[config.mk]
export PLATFORM = sky130hd
export DESIGN_NAME = fetch_queue
export DESIGN_NICKNAME = d
export VERILOG_FILES = /design/src/rtl/fetch_pkg.sv /design/src/rtl/fetch_queue.sv
export SDC_FILE = /design/constraint.sdc
export NUM_CORES = 1
export LEC_CHECK = 0
export ABC_AREA = 1
export CAP_MARGIN = 10
export CELL_PAD_IN_SITES_DETAIL_PLACEMENT = 1
export CELL_PAD_IN_SITES_GLOBAL_PLACEMENT = 2
export CORE_ASPECT_RATIO = 0.5
export CORE_MARGIN = 5
export CORE_UTILIZATION = 33
export CTS_CLUSTER_DIAMETER = 80
export DETAILED_ROUTE_END_ITERATION = 6
export PLACE_DENSITY = 0.93
export SYNTH_ARGS = -nofsm -noshare
export SYNTH_HDL_FRONTEND = slang
export SYNTH_SLANG_ARGS = --single-unit
export TNS_END_PERCENT = 10
[constraint.sdc]
create_clock -name clk -period 8.25 [get_ports clk]
set_clock_uncertainty 0.1 [all_clocks]
set_input_delay 0.825 -clock clk [delete_from_list [all_inputs] [get_ports clk]]
set_output_delay 0.825 -clock clk [all_outputs]
set_load 0.01 [all_outputs]
[src/rtl/fetch_pkg.sv]
// Shared types and constants for the fetch_queue IF-stage front end.
package fetch_pkg;

  // Width of PC and instruction words held in a ring entry.
  localparam int XLEN_DEF = 32;

  // PC advance per sequential fetch.
  localparam int INSTR_BYTES = 4;

  // addi x0,x0,0 -- value an entry's instruction slot holds after reset.
  localparam logic [XLEN_DEF-1:0] NOP_INSTR = 32'h0000_0013;

  // One ring slot: fetch address, returned word, and whether the word has arrived.
  typedef struct packed {
    logic [XLEN_DEF-1:0] pc;
    logic [XLEN_DEF-1:0] instr;
    logic                rsp_done;
  } fetch_entry_t;

endpackage

[src/rtl/fetch_queue.sv]
// fetch_queue: IF-stage front end between Program_Counter and instruction memory.
// Issues in-order fetches at pc, buffers PC-tagged instructions in a DEPTH-entry
// ring and hands them to decode. A redirect flushes the ring and discards every
// response still outstanding at that moment.
// Optional build macro FETCH_BYPASS_EN: a response arriving while the head slot
// is still waiting is presented to decode in the same cycle.
// Ring slots use fetch_pkg::fetch_entry_t, so XLEN must equal XLEN_DEF.
//
// Handshakes: a transfer happens in a cycle where valid and ready are both 1.
// imem_req_valid is a fresh offer each cycle and may drop without a transfer;
// if_valid/if_ready is a plain valid/ready pop; imem_rsp_valid cannot be stalled.
module fetch_queue
  import fetch_pkg::*;
#(
  parameter int XLEN  = 32,
  parameter int DEPTH = 4
) (
  input  logic            clk,
  input  logic            rst,
  input  logic [XLEN-1:0] pc,
  output logic [XLEN-1:0] next_pc,
  output logic            pc_write,
  output logic            imem_req_valid,
  input  logic            imem_req_ready,
  output logic [XLEN-1:0] imem_req_addr,
  input  logic            imem_rsp_valid,
  input  logic [XLEN-1:0] imem_rsp_data,
  input  logic            redirect_valid,
  input  logic [XLEN-1:0] redirect_target,
  output logic            if_valid,
  input  logic            if_ready,
  output logic [XLEN-1:0] if_instr,
  output logic [XLEN-1:0] if_pc
);

  localparam int PW = $clog2(DEPTH);
  localparam int CW = PW + 1;
  localparam logic [CW-1:0] DEPTH_C = CW'(DEPTH);

  fetch_entry_t  ent_q [DEPTH];
  fetch_entry_t  ent_d [DEPTH];
  fetch_entry_t  head_ent;
  logic [PW-1:0] head_q, head_d, req_tail_q, req_tail_d, rsp_tail_q, rsp_tail_d;
  // occ counts allocated-but-unpopped slots, in-flight ones included.
  logic [CW-1:0] occ_q, occ_d, inflight_q, inflight_d, drop_q, drop_d;

  logic credit_ok, req_fire, rsp_keep, rsp_drop, byp_vld, pop, byp_take;

  assign head_ent      = ent_q[head_q];
  assign imem_req_addr = pc;

  // Request offer, PC update, response classification and decode-side view.
  always_comb begin
    credit_ok      = (occ_q + drop_q) < DEPTH_C;
    imem_req_valid = rst & ~redirect_valid & credit_ok;
    req_fire       = imem_req_valid & imem_req_ready;
    pc_write       = rst & (req_fire | redirect_valid);
    next_pc        = (rst & redirect_valid) ? redirect_target : pc + XLEN'(INSTR_BYTES);
    rsp_drop       = imem_rsp_valid & (drop_q != '0);
    rsp_keep       = imem_rsp_valid & (drop_q == '0) & ~redirect_valid;
`ifdef FETCH_BYPASS_EN
    // Head slot still waiting means rsp_tail == head, so this beat belongs to head.
    byp_vld        = rst & rsp_keep & ~head_ent.rsp_done;
`else
    byp_vld        = 1'b0;
`endif
    if_valid       = rst & ~redirect_valid & (head_ent.rsp_done | byp_vld);
    if_instr       = byp_vld ? imem_rsp_data : head_ent.instr;
    if_pc          = head_ent.pc;
    pop            = if_valid & if_ready;
    byp_take       = byp_vld & if_ready;
  end

  // Next ring contents and pointers; pop, response and request act independently.
  always_comb begin
    ent_d      = ent_q;
    head_d     = head_q;
    req_tail_d = req_tail_q;
    rsp_tail_d = rsp_tail_q;
    occ_d      = occ_q;
    inflight_d = inflight_q;
    drop_d     = drop_q;
    if (redirect_valid) begin
      // Flush: every outstanding response, including one arriving now, gets dropped.
      for (int i = 0; i < DEPTH; i++) begin
        ent_d[i].rsp_done = 1'b0;
      end
      head_d     = req_tail_q;
      rsp_tail_d = req_tail_q;
      occ_d      = '0;
      inflight_d = '0;
      drop_d     = drop_q + inflight_q - CW'(imem_rsp_valid);
    end else begin
      if (pop) begin
        if (!byp_take) begin
          ent_d[head_q].rsp_done = 1'b0;
        end
        head_d = head_q + 1'b1;
      end
      if (rsp_drop) begin
        drop_d = drop_q - 1'b1;
      end
      if (rsp_keep) begin
        if (!byp_take) begin
          ent_d[rsp_tail_q].instr    = imem_rsp_data;
          ent_d[rsp_tail_q].rsp_done = 1'b1;
        end
        rsp_tail_d = rsp_tail_q + 1'b1;
      end
      if (req_fire) begin
        ent_d[req_tail_q].pc       = pc;
        ent_d[req_tail_q].rsp_done = 1'b0;
        req_tail_d                 = req_tail_q + 1'b1;
      end
      inflight_d = inflight_q + CW'(req_fire) - CW'(rsp_keep);
      occ_d      = occ_q + CW'(req_fire) - CW'(pop);
    end
  end

  // State registers with asynchronous active-low reset.
  always_ff @(posedge clk or negedge rst) begin
    if (!rst) begin
      head_q     <= '0;
      req_tail_q <= '0;
      rsp_tail_q <= '0;
      occ_q      <= '0;
      inflight_q <= '0;
      drop_q     <= '0;
      for (int i = 0; i < DEPTH; i++) begin
        ent_q[i].pc       <= '0;
        ent_q[i].instr    <= NOP_INSTR;
        ent_q[i].rsp_done <= 1'b0;
      end
    end else begin
      head_q     <= head_d;
      req_tail_q <= req_tail_d;
      rsp_tail_q <= rsp_tail_d;
      occ_q      <= occ_d;
      inflight_q <= inflight_d;
      drop_q     <= drop_d;
      for (int i = 0; i < DEPTH; i++) begin
        ent_q[i] <= ent_d[i];
      end
    end
  end

endmodule

==> impl_metrics.csv <==
group,metric,value,unit
status,outcome,"completed",
placement,io_buffers,232,
power_and_ir_drop,static_power_due_to_leakage,0.00770,uW
drt,routed-via-count,12756,
sta,finalWorstSetupSlack,3.34,ns
die,dieHeight,156,microns
yosys,synth_compound_area_frac,0.177,
yosys,synth_top_family_by_area,"simple AND/OR/NAND/NOR gates",
critical_path,cp-end-kind,"output pin",
power_and_ir_drop,fin_total_pwr,5840,uW
cells_and_area,finish.instance_area,17400,sq um
critical_path,cp.required,7.32,ns
global_routing,via_count_of_the_first_global_routing_pass,13462,
cells_and_area,final-seq-area,6900,sq um
global_routing,pin_count_of_the_biggest_net_entering_global_routing,176,
die,design.die.area,47200,sq um
critical_path,crit_slowest_cell,"sky130_fd_sc_hd__nand2_1",
die,core_area,42100,sq um
critical_path,max_stage_delay,0.82,ns
cts,clock_tree.buffer_depth,3,
placement,dp.final_hpwl,29.6,mm
yosys,area_share_of_fa_ha_maj_cells_after_synthesis,0.0247,
yosys,synth_sequential_area_ratio,0.489,
yosys,ys.warnings.count,0,
job,max_cap_violations,0,
cts,cts_tree,"done",
sta,grt_setup_unrepaired,"no",
power_and_ir_drop,power_per_cell_area,335,nW/um^2
yosys,fraction_of_synthesized_cell_area_in_xor_and_xnor_cells,0.0143,
drt,drc,0,
sta,timing_worst_slew_pin_value,1.13,ns
sta,setup_viol,0,
cts,numClockSinks,275,
cts,post_cts_resize_count,0,
cells_and_area,area_growth,23.4,%
critical_path,worst-r2r-setup-slack,4.06,ns
drt,first_pass_iters,5,
yosys,syn_nets,1949,
critical_path,r2r_start,"head_q[0]",
sta,post-route-period-util,0.595,
cts,cts.hold.buffers_added,0,
global_routing,overflow,0,
cells_and_area,drive_gt1_frac,0.0487,
cts,htree_levels,1,
sta,min_period,4.91,ns
yosys,netlist-cell-type-count,30,
cells_and_area,final_net_count,2062,
drt,wl_per_cell,18.5,microns
global_routing,first_pass_grt_wire_length,74.1,mm
yosys,synthesis.area_per_instance,7.74,sq um
critical_path,critical_path.n_buffers_inverters,4,
hold_path,min-delay-path-class,"in2async",
critical_path,crit_family,"buffers and inverters",
sta,timing.slew.headroom,0.246,
yosys,yosys-mux-area-fraction,0,
die,initial_utilization,0.335,
critical_path,cp_data_arrival_time,3.99,ns
sta,finalHoldViolCount,0,
global_routing,grt.total_usage,0.194,
critical_path,path_class,"in2out",
cells_and_area,fill_cells,5062,
placement,placement.setup.worst_slack,3.27,ns
drt,drtAntennaViolNets,0,
yosys,ys_seq_elements,275,
drt,post_drt_via_cell_ratio,5.04,
critical_path,worst_setup_path_start_kind,"input port",
drt,detail_route.iter0.violations,730,
cts,postCtsSetupBuffers,0,
critical_path,cp_common_cell,"sky130_fd_sc_hd__clkdlybuf4s50_1",
drt,detail_route.wirelength,46.8,mm
global_routing,number_of_antenna_violations_at_the_first_check_in_global_routing,0,
die,die_x,302,microns
cts,reg_clk_slew_reported_paths,0.06,ns
critical_path,crit-reg2reg-capture,"occ_q[2]",
critical_path,crit_path_cell_trace,"clkdlybuf4s50_1 -> nand2_1 -> clkinv_1 -> buf_4 -> o21ai_0 -> clkdlybuf4s50_1",
power_and_ir_drop,power.ir.vdd_worst,0.140,mV
sta,maxSlewViolCount,0,
yosys,postSynthCellCount,1821,
die,row_count,53,
placement,gp_congestion,0.762,
critical_path,timing.reg2reg.worst_path_depth,14,
sta,setup_tns,0,ns
cts,cts_inserted_buffers,29,
placement,placedInstanceArea,16500,sq um
critical_path,crit_fanout,41,
cts,cts.root.buffer_cell,"sky130_fd_sc_hd__clkbuf_16",
yosys,yosys.area_share.simple,0.213,
cts,clk-insertion-delay-late,0.55,ns
sta,maxClockFrequency,204,MHz
cells_and_area,multiInputGateArea,6050,sq um
yosys,synthesis.area,14100,sq um
die,floorplan.io_pins,233,
[area by class of cell]
type / instances / area share
multi-input combinational: 1300 / 0.348
sequential: 275 / 0.397
timing repair buffer: 251 / 0.143
antenna: 1 / 0.000144
clock buffer: 40 / 0.0487
clock inverter: 9 / 0.00590
tap: 577 / 0.0415
inverter: 77 / 0.0168
[stage by stage]
step	cells	utilization	hold WS, ns
final	2530	0.413	0.171
after global routing	2529	0.413	0.266
after CTS	2529	0.413	0.235
after detailed placement	2480	0.391	0.368
after global placement	2480	0.391	0.360
after floorplan	1821	-	0.348
[Yosys cell counts, drive strengths merged]
library cell | count | area share
buf | 91 | 0.041
clkbuf | 78 | 0.021
clkinv | 2 | 0.00053
dfstp | 12 | 0.022
fa | 3 | 0.0043
nand4 | 10 | 0.0044
inv | 75 | 0.020
xnor2 | 14 | 0.0087
o21ai | 406 | 0.14
nand3 | 22 | 0.0082
xor2 | 9 | 0.0056
a21boi | 2 | 0.0011
nand3b | 7 | 0.0037
nor2 | 189 | 0.052
a31o | 1 | 0.00062
nand2 | 543 | 0.14
o22ai | 64 | 0.028
o211ai | 2 | 0.0011
dfrtp | 263 | 0.47
a21oi | 5 | 0.0018
ha | 23 | 0.020
[logic make-up (layout without fill, tap and decap cells)]
logic type	after synthesis	in the layout
buffers and inverters	246	377
flip-flops	275	275
AO/OA/AOI/OAI	480	480
XOR/XNOR	23	23
other	0	1
adder cells (fa/ha/maj)	26	26
AND/OR/NAND/NOR	771	771
[cell usage in the layout (no fill, tap or decap), drive strengths merged, types with 20 or more instances in the layout]
cell type / Yosys / final
o21ai: 406 / 406
nor2: 189 / 189
dfrtp: 263 / 263
o22ai: 64 / 64
buf: 91 / 20
ha: 23 / 23
inv: 75 / 77
nand3: 22 / 22
clkdlybuf4s50: 0 / 231
clkbuf: 78 / 40
nand2: 543 / 543
[registers in the layout, summed over array words and instances (netlist names)]
register	count
occ_q	3
drop_q	3
ent_q	260
rsp_tail_q	2
inflight_q	3
head_q	2
req_tail_q	2
[layer usage]
layer,global-route usage,wire length (microns),vias up,part of all wire
met5,0,0,-,0
met3,0.0246,1590,51,0.034
li1,-,-,6127,-
met4,0.0341,757,0,0.016
met1,0.244,20200,6372,0.43
met2,0.361,24200,206,0.52
[where the power goes]
part	total, uW	internal [uW]	switching (uW)
clock	1320	774	545
combinational	2260	976	1290
sequential	2250	1920	337
[worst max path at each step]
stage / start / endpoint / slack [ns] / depth (start not counted)
3_5_place_dp: redirect_valid / next_pc[13] / 3.27 / 6
3_3_place_gp: redirect_valid / next_pc[7] / 3.36 / 6
6_report: redirect_valid / next_pc[5] / 3.34 / 6
2_1_floorplan: redirect_valid / inflight_q[2] / 5.42 / 12
5_1_grt: redirect_valid / next_pc[2] / 2.99 / 6
4_1_cts: redirect_valid / next_pc[5] / 3.26 / 6
No activity file was read; power rests on OpenSTA's default activity.
